$ cat src/rtl/simon_controller.sv
// Simon game sequencer: grows a random 2-bit colour sequence one entry per round,
// plays it back on the display outputs, then checks the player's presses against it.
module simon_controller #(
   parameter  int MAX_LEN     = 16,
   parameter  int SHOW_CYCLES = 4,
   parameter  int GAP_CYCLES  = 2,
   localparam int LW          = $clog2(MAX_LEN + 1)
) (
   input  logic          clk,
   input  logic          rst,
   input  logic          start,
   input  logic [1:0]    rnd,
   input  logic [1:0]    player_num,
   input  logic          player_pressed,
   output logic          simon_turn,
   output logic [1:0]    simon_num,
   output logic          simon_pressed,
   output logic [LW-1:0] level,
   output logic          game_over,
   output logic          win
);

   localparam int AW   = $clog2(MAX_LEN);
   localparam int TMAX = (SHOW_CYCLES > GAP_CYCLES) ? SHOW_CYCLES : GAP_CYCLES;
   localparam int TW   = $clog2(TMAX + 1);

   typedef enum logic [2:0] {
      IDLE, ADD, SHOW_ON, SHOW_OFF, PLAY, LOSE, WIN
   } state_e;

   state_e        state_q, state_d;
   logic [LW-1:0] level_q, level_d;
   logic [LW-1:0] idx_q, idx_d;
   logic [TW-1:0] timer_q, timer_d;
   logic          simon_turn_q, simon_turn_d;
   logic [1:0]    simon_num_q, simon_num_d;
   logic          simon_pressed_q, simon_pressed_d;
   logic          game_over_q, game_over_d;
   logic          win_q, win_d;

   logic [1:0]    mem [MAX_LEN];
   logic          mem_we;
   logic [AW-1:0] rd_addr;
   logic [1:0]    show_num;
   logic          last_idx;

   assign last_idx = (idx_q == level_q - LW'(1));

   always_comb begin
      state_d = state_q;
      level_d = level_q;
      idx_d   = idx_q;
      timer_d = timer_q;
      mem_we  = 1'b0;
      case (state_q)
         IDLE, LOSE, WIN: begin
            if (start) begin
               level_d = '0;
               state_d = ADD;
            end
         end
         ADD: begin
            mem_we  = 1'b1;
            level_d = level_q + LW'(1);
            idx_d   = '0;
            timer_d = '0;
            state_d = SHOW_ON;
         end
         SHOW_ON: begin
            if (timer_q == TW'(SHOW_CYCLES - 1)) begin
               timer_d = '0;
               state_d = SHOW_OFF;
            end else begin
               timer_d = timer_q + TW'(1);
            end
         end
         SHOW_OFF: begin
            if (timer_q == TW'(GAP_CYCLES - 1)) begin
               if (last_idx) begin
                  idx_d   = '0;
                  state_d = PLAY;
               end else begin
                  idx_d   = idx_q + LW'(1);
                  timer_d = '0;
                  state_d = SHOW_ON;
               end
            end else begin
               timer_d = timer_q + TW'(1);
            end
         end
         PLAY: begin
            if (player_pressed) begin
               if (player_num != mem[idx_q[AW-1:0]])
                  state_d = LOSE;
               else if (last_idx)
                  state_d = (level_q == LW'(MAX_LEN)) ? WIN : ADD;
               else
                  idx_d = idx_q + LW'(1);
            end
         end
         default: state_d = IDLE;
      endcase
   end

   // Outputs are registered off the next state, so the colour entry being written
   // this cycle in ADD is forwarded straight from rnd.
   always_comb begin
      rd_addr  = idx_d[AW-1:0];
      show_num = (mem_we && (level_q[AW-1:0] == rd_addr)) ? rnd : mem[rd_addr];
      simon_turn_d    = (state_d == ADD) || (state_d == SHOW_ON) || (state_d == SHOW_OFF);
      simon_pressed_d = (state_d == SHOW_ON);
      simon_num_d     = ((state_d == SHOW_ON) || (state_d == SHOW_OFF)) ? show_num : 2'd0;
      game_over_d     = (state_d == LOSE);
      win_d           = (state_d == WIN);
   end

   // NOTE: sequential state uses non-blocking assignments so every flop samples
   // the pre-edge values computed by the combinational blocks above.
   always_ff @(posedge clk) begin
      if (rst) begin
         state_q         <= IDLE;
         level_q         <= '0;
         idx_q           <= '0;
         timer_q         <= '0;
         simon_turn_q    <= 1'b0;
         simon_num_q     <= 2'd0;
         simon_pressed_q <= 1'b0;
         game_over_q     <= 1'b0;
         win_q           <= 1'b0;
      end else begin
         state_q         <= state_d;
         level_q         <= level_d;
         idx_q           <= idx_d;
         timer_q         <= timer_d;
         simon_turn_q    <= simon_turn_d;
         simon_num_q     <= simon_num_d;
         simon_pressed_q <= simon_pressed_d;
         game_over_q     <= game_over_d;
         win_q           <= win_d;
      end
   end

   // NOTE: the sequence memory has no reset; each entry is written in ADD before
   // playback can read it, so clearing it would only cost logic.
   always_ff @(posedge clk) begin
      if (mem_we && !rst)
         mem[level_q[AW-1:0]] <= rnd;
   end

   assign simon_turn    = simon_turn_q;
   assign simon_num     = simon_num_q;
   assign simon_pressed = simon_pressed_q;
   assign level         = level_q;
   assign game_over     = game_over_q;
   assign win           = win_q;

endmodule

$ cat config.mk
export PLATFORM = sky130hd
export DESIGN_NAME = simon_controller
export DESIGN_NICKNAME = d
export VERILOG_FILES = /design/src/rtl/simon_controller.sv
export SDC_FILE = /design/constraint.sdc
export NUM_CORES = 1
export LEC_CHECK = 0
export ABC_AREA = 1
export CAP_MARGIN = 20
export CORE_AREA = 2 2 82 144
export DETAILED_ROUTE_END_ITERATION = 10
export DIE_AREA = 0 0 84 146
export PLACE_DENSITY = 0.52
export SKIP_CTS_REPAIR_TIMING = 1
export SYNTH_ARGS = -nofsm -noshare
export SYNTH_HDL_FRONTEND = slang
export SYNTH_SLANG_ARGS = --single-unit
$ cat constraint.sdc
create_clock -name clk -period 4.25 [get_ports clk]
set_input_delay 0.85 -clock clk [delete_from_list [all_inputs] [get_ports clk]]
set_output_delay 0.85 -clock clk [all_outputs]
set_load 0.1 [all_outputs]
==> flow_metrics.py <==
metrics = {
    "status": {
        "status": "finished clean",
    },
    "synth": {
        "synth_compound_area_frac": 0.0663,
        "synth_cell_types": 35,
        "synth.avg_cell_area_um2": 7.05,
        "ys_ff_latch": 54,
        "synth.cell_area_mm2": 0.00349,
        "yosys_warnings": 0,
        "synthAdderAreaFrac": 0.0394,
        "synthSimpleGateAreaFrac": 0.356,
        "synth_area_leaders": "edfxtp_1, nand2_1, dfxtp_1",
        "synth.top_cell.area_share": 0.275,
        "synth_top_area_cell": "edfxtp_1",
        "async_flop_share": 0,
        "synthesis.nets": 514,
        "synth_xor_area_frac": 0.0226,
        "synthFlopType": "edfxtp_1",
        "synth_edf_count": 32,
        "postSynthCellCount": 495,
        "ys_seq_area_frac": 0.401,
        "synth_top_family_by_area": "simple AND/OR/NAND/NOR gates",
        "synthMuxAreaShare": 0,
    },
    "floorplan": {
        "fp.dieH_um": 146,
        "core_area_mm2": 0.0110,
        "start_util": 0.316,
        "rows": 51,
        "die_area_mm2": 0.0123,
        "ios": 19,
        "fp.dieW_um": 84,
    },
    "clock_network": {
        "clockBufferDepth": 2,
        "clk_pin_slew_ps": 70,
        "tritoncts": "built",
        "h-tree-depth": 2,
        "cts.sinks": 54,
        "cts_buffers": 5,
        "cts-root-buf": "clkbuf_16",
        "clkLatencyLatePin_ps": 290,
    },
    "placed_design": {
        "dp.cells": 633,
        "port_buffers": 18,
        "dp_hpwl_um": 8210,
        "placed_cell_area_mm2": 0.00375,
        "place_congestion": 0.889,
    },
    "setup_path": {
        "rr_startpoint": "level[0]",
        "reg2regPathDepth": 20,
        "slowest_delay_ps": 490,
        "crit_slowest_cell": "dfxtp_1",
        "critPathBufInv": 2,
        "crit_path_cell_trace": "inv_1 -> ha_1 -> xnor2_1 -> a21oi_1 -> o21ai_1 -> nor2_1 -> nand2_2 -> ha_1 -> nand4_1 -> nand3_2 -> nand2_4 -> nand2_2 -> nand2_1 -> nand2_1 -> nor2_2 -> nand3_2 -> nor2_1 -> nor2_1 -> nand2_1 -> inv_1",
        "worst_ep_required_time_ps": 4440,
        "rrSetupSlack_ps": 900,
        "worstSetupPathType": "flip-flop to flip-flop",
        "endpoint_kind": "flip-flop",
        "crit_family": "simple AND/OR/NAND/NOR gates",
        "crit-reg2reg-capture": "simon_num[1]",
        "start_kind": "flip-flop",
        "critPathLaunch": "level[0]",
        "arrival_ps": 3550,
        "cp_max_fo": 20,
    },
    "timing": {
        "hold_viol_final": 0,
        "final.setup.tns_ps": 0,
        "holdWs_ps": 486,
        "setup_violations": 0,
        "final.period_utilization": 0.789,
        "slew_viol_final": 0,
        "slew-limit-headroom": 0.346,
        "finClkSkew_ps": 6.57,
        "min_period_ps": 3350,
        "max_freq_ghz": 0.298,
        "rsz0062_at_grt": "false",
        "max_slew.worst_pin.slew_ps": 977,
    },
    "routing": {
        "drt-vias-per-instance": 4.99,
        "num_vias": 3197,
        "firstDrtPassIters": 4,
        "wire_per_inst_um": 16.5,
        "drtIter0Drc": 183,
        "ant_nets": 0,
        "drt_wl_total_um": 10600,
        "drcViolationCount": 0,
    },
    "global_routing": {
        "grt_max_degree": 22,
        "grt_use_total": 0.178,
        "grt_antenna_before_repair": 0,
        "grt_pass1_vias": 3325,
        "grt_pass1_wl_um": 16900,
        "overflow": 0,
    },
    "min_path": {
        "hold_depth": 2,
        "hp-start": "timer_q[1]",
        "hold_path.class": "flip-flop to flip-flop",
        "hold_path_end": "timer_q[1]",
    },
    "pwr": {
        "vdd_drop_max_uv": 473,
        "power.share.switching": 0.386,
        "p_int_uw": 950,
        "power_switching_uw": 596,
        "pwr-share-comb": 0.337,
        "pwr_density_cell_mw_per_mm2": 397,
        "p_leak_uw": 0.00172,
        "pwr-share-clk": 0.266,
        "seqPwrFrac": 0.397,
    },
    "finish": {
        "drive_gt1_frac": 0.0609,
        "finalNetCount": 527,
        "finish.instance_area_mm2": 0.00390,
        "fillCellCount": 1187,
        "diodes": 0,
        "finalNonFillerCells": 641,
        "area_delta_synth_final_pct": 11.6,
    },
    "flow_run": {
        "maxCapViolCount": 0,
    },
}
==> through the flow <==
step                power, µW   util  worst slack, ps
floorplan                1020      -              698
global placement         1140  0.340             1030
detailed placement       1150  0.340              945
CTS                      1560  0.353              911
global route             1640  0.353              545
finish                   1550  0.353              896
==> cells in the final DEF, fill, tap and decap left out <==
cell type	instances
nand2_2	7
inv_4	1
or2_2	1
xor2_1	4
inv_6	1
nand4_1	4
o311a_1	1
a21oi_2	1
buf_4	2
a22oi_1	1
nand3b_1	1
nor2_2	2
o21ai_1	1
dfxtp_1	22
clkdlybuf4s50_1	18
o22ai_1	1
clkbuf_1	1
nor4_1	1
xnor2_1	5
nand3_1	74
ha_1	11
a211oi_1	1
nor2_1	44
edfxtp_1	32
nand3_2	3
a21oi_1	12
inv_1	73
o211ai_1	1
o2111ai_1	1
clkbuf_16	5
inv_2	5
o21ai_0	22
nor3_1	9
nand2_4	1
nand2_1	138
clkinv_2	2
==> cells by family after synthesis <==
group                      count (synthesis)
and+or+nand+nor                          285
buffers and inverters                     94
DFF                                       54
AOI/OAI and AO/OA                         42
adders and majority gates                 11
xor gates and xnor gates                   9
==> worst max path at each step <==
stage	cells after the start	slack (ps)	endpoint
floorplan	21	700	simon_num[0]
global placement	20	1030	simon_num[1]
detailed placement	20	950	simon_num[1]
CTS	20	910	simon_num[1]
global route	19	550	simon_num[1]
finish	20	900	simon_num[1]
==> Yosys cell counts, types with 2 or more instances <==
library cell and number:
dfxtp_1 22, inv_1 73, o21ai_0 22, buf_6 4, nand3_2 3, nand3_1 74
nand2_2 7, buf_4 2, xor2_1 4, xnor2_1 5, a21oi_1 12, inv_2 5
nand2_1 138, clkbuf_1 3, nor2_2 2, buf_2 5, edfxtp_1 32, nand4_1 4
nor3_1 9, ha_1 11, nor2_1 44
==> final cells by class <==
type / count / area [µm²] / area share
clock buffer: 6 / 129 / 0.0331
clock inverter: 2 / 13.8 / 0.00353
inverter: 80 / 304 / 0.0780
multi-input combinational: 347 / 1690 / 0.433
sequential: 54 / 1400 / 0.360
tap: 132 / 165 / 0.0424
timing repair buffer: 20 / 195 / 0.0501
==> tightest hold or removal path, delay by kind of cell, from the launching register on <==
| kind | cells | cell delay (ps) |
|---|---|---|
| AOI/OAI and AO/OA | 1 | 50 |
| DFF | 1 | 320 |
| and+or+nand+nor | 1 | 60 |
==> power groups by stage <==
stage | sequential (µW) | clock (µW) | combinational, µW
finish | 613 | 411 | 522
global route | 617 | 438 | 584
CTS | 613 | 421 | 524
detailed placement | 625 | 0 | 521
global placement | 624 | 0 | 517
floorplan | 682 | 0 | 342
==> sequential cells by signal, indices dropped and copies added, names as in the netlist <==
signal / count
mem: 32
simon_num: 2
simon_turn: 1
level: 5
game_over: 1
timer_q: 3
simon_pressed: 1
state_q: 3
win: 1
idx_q: 5
==> metal layers <==
| layer | track usage | routed length [µm] | vias to the layer above |
|---|---|---|---|
| li1 | - | - | 1608 |
| met1 | 0.180 | 3920 | 1479 |
| met2 | 0.338 | 5760 | 75 |
| met3 | 0.0216 | 275 | 35 |
| met4 | 0.107 | 629 | 0 |
| met5 | 0 | 0 | - |
Power figures use the tool's default switching activity.
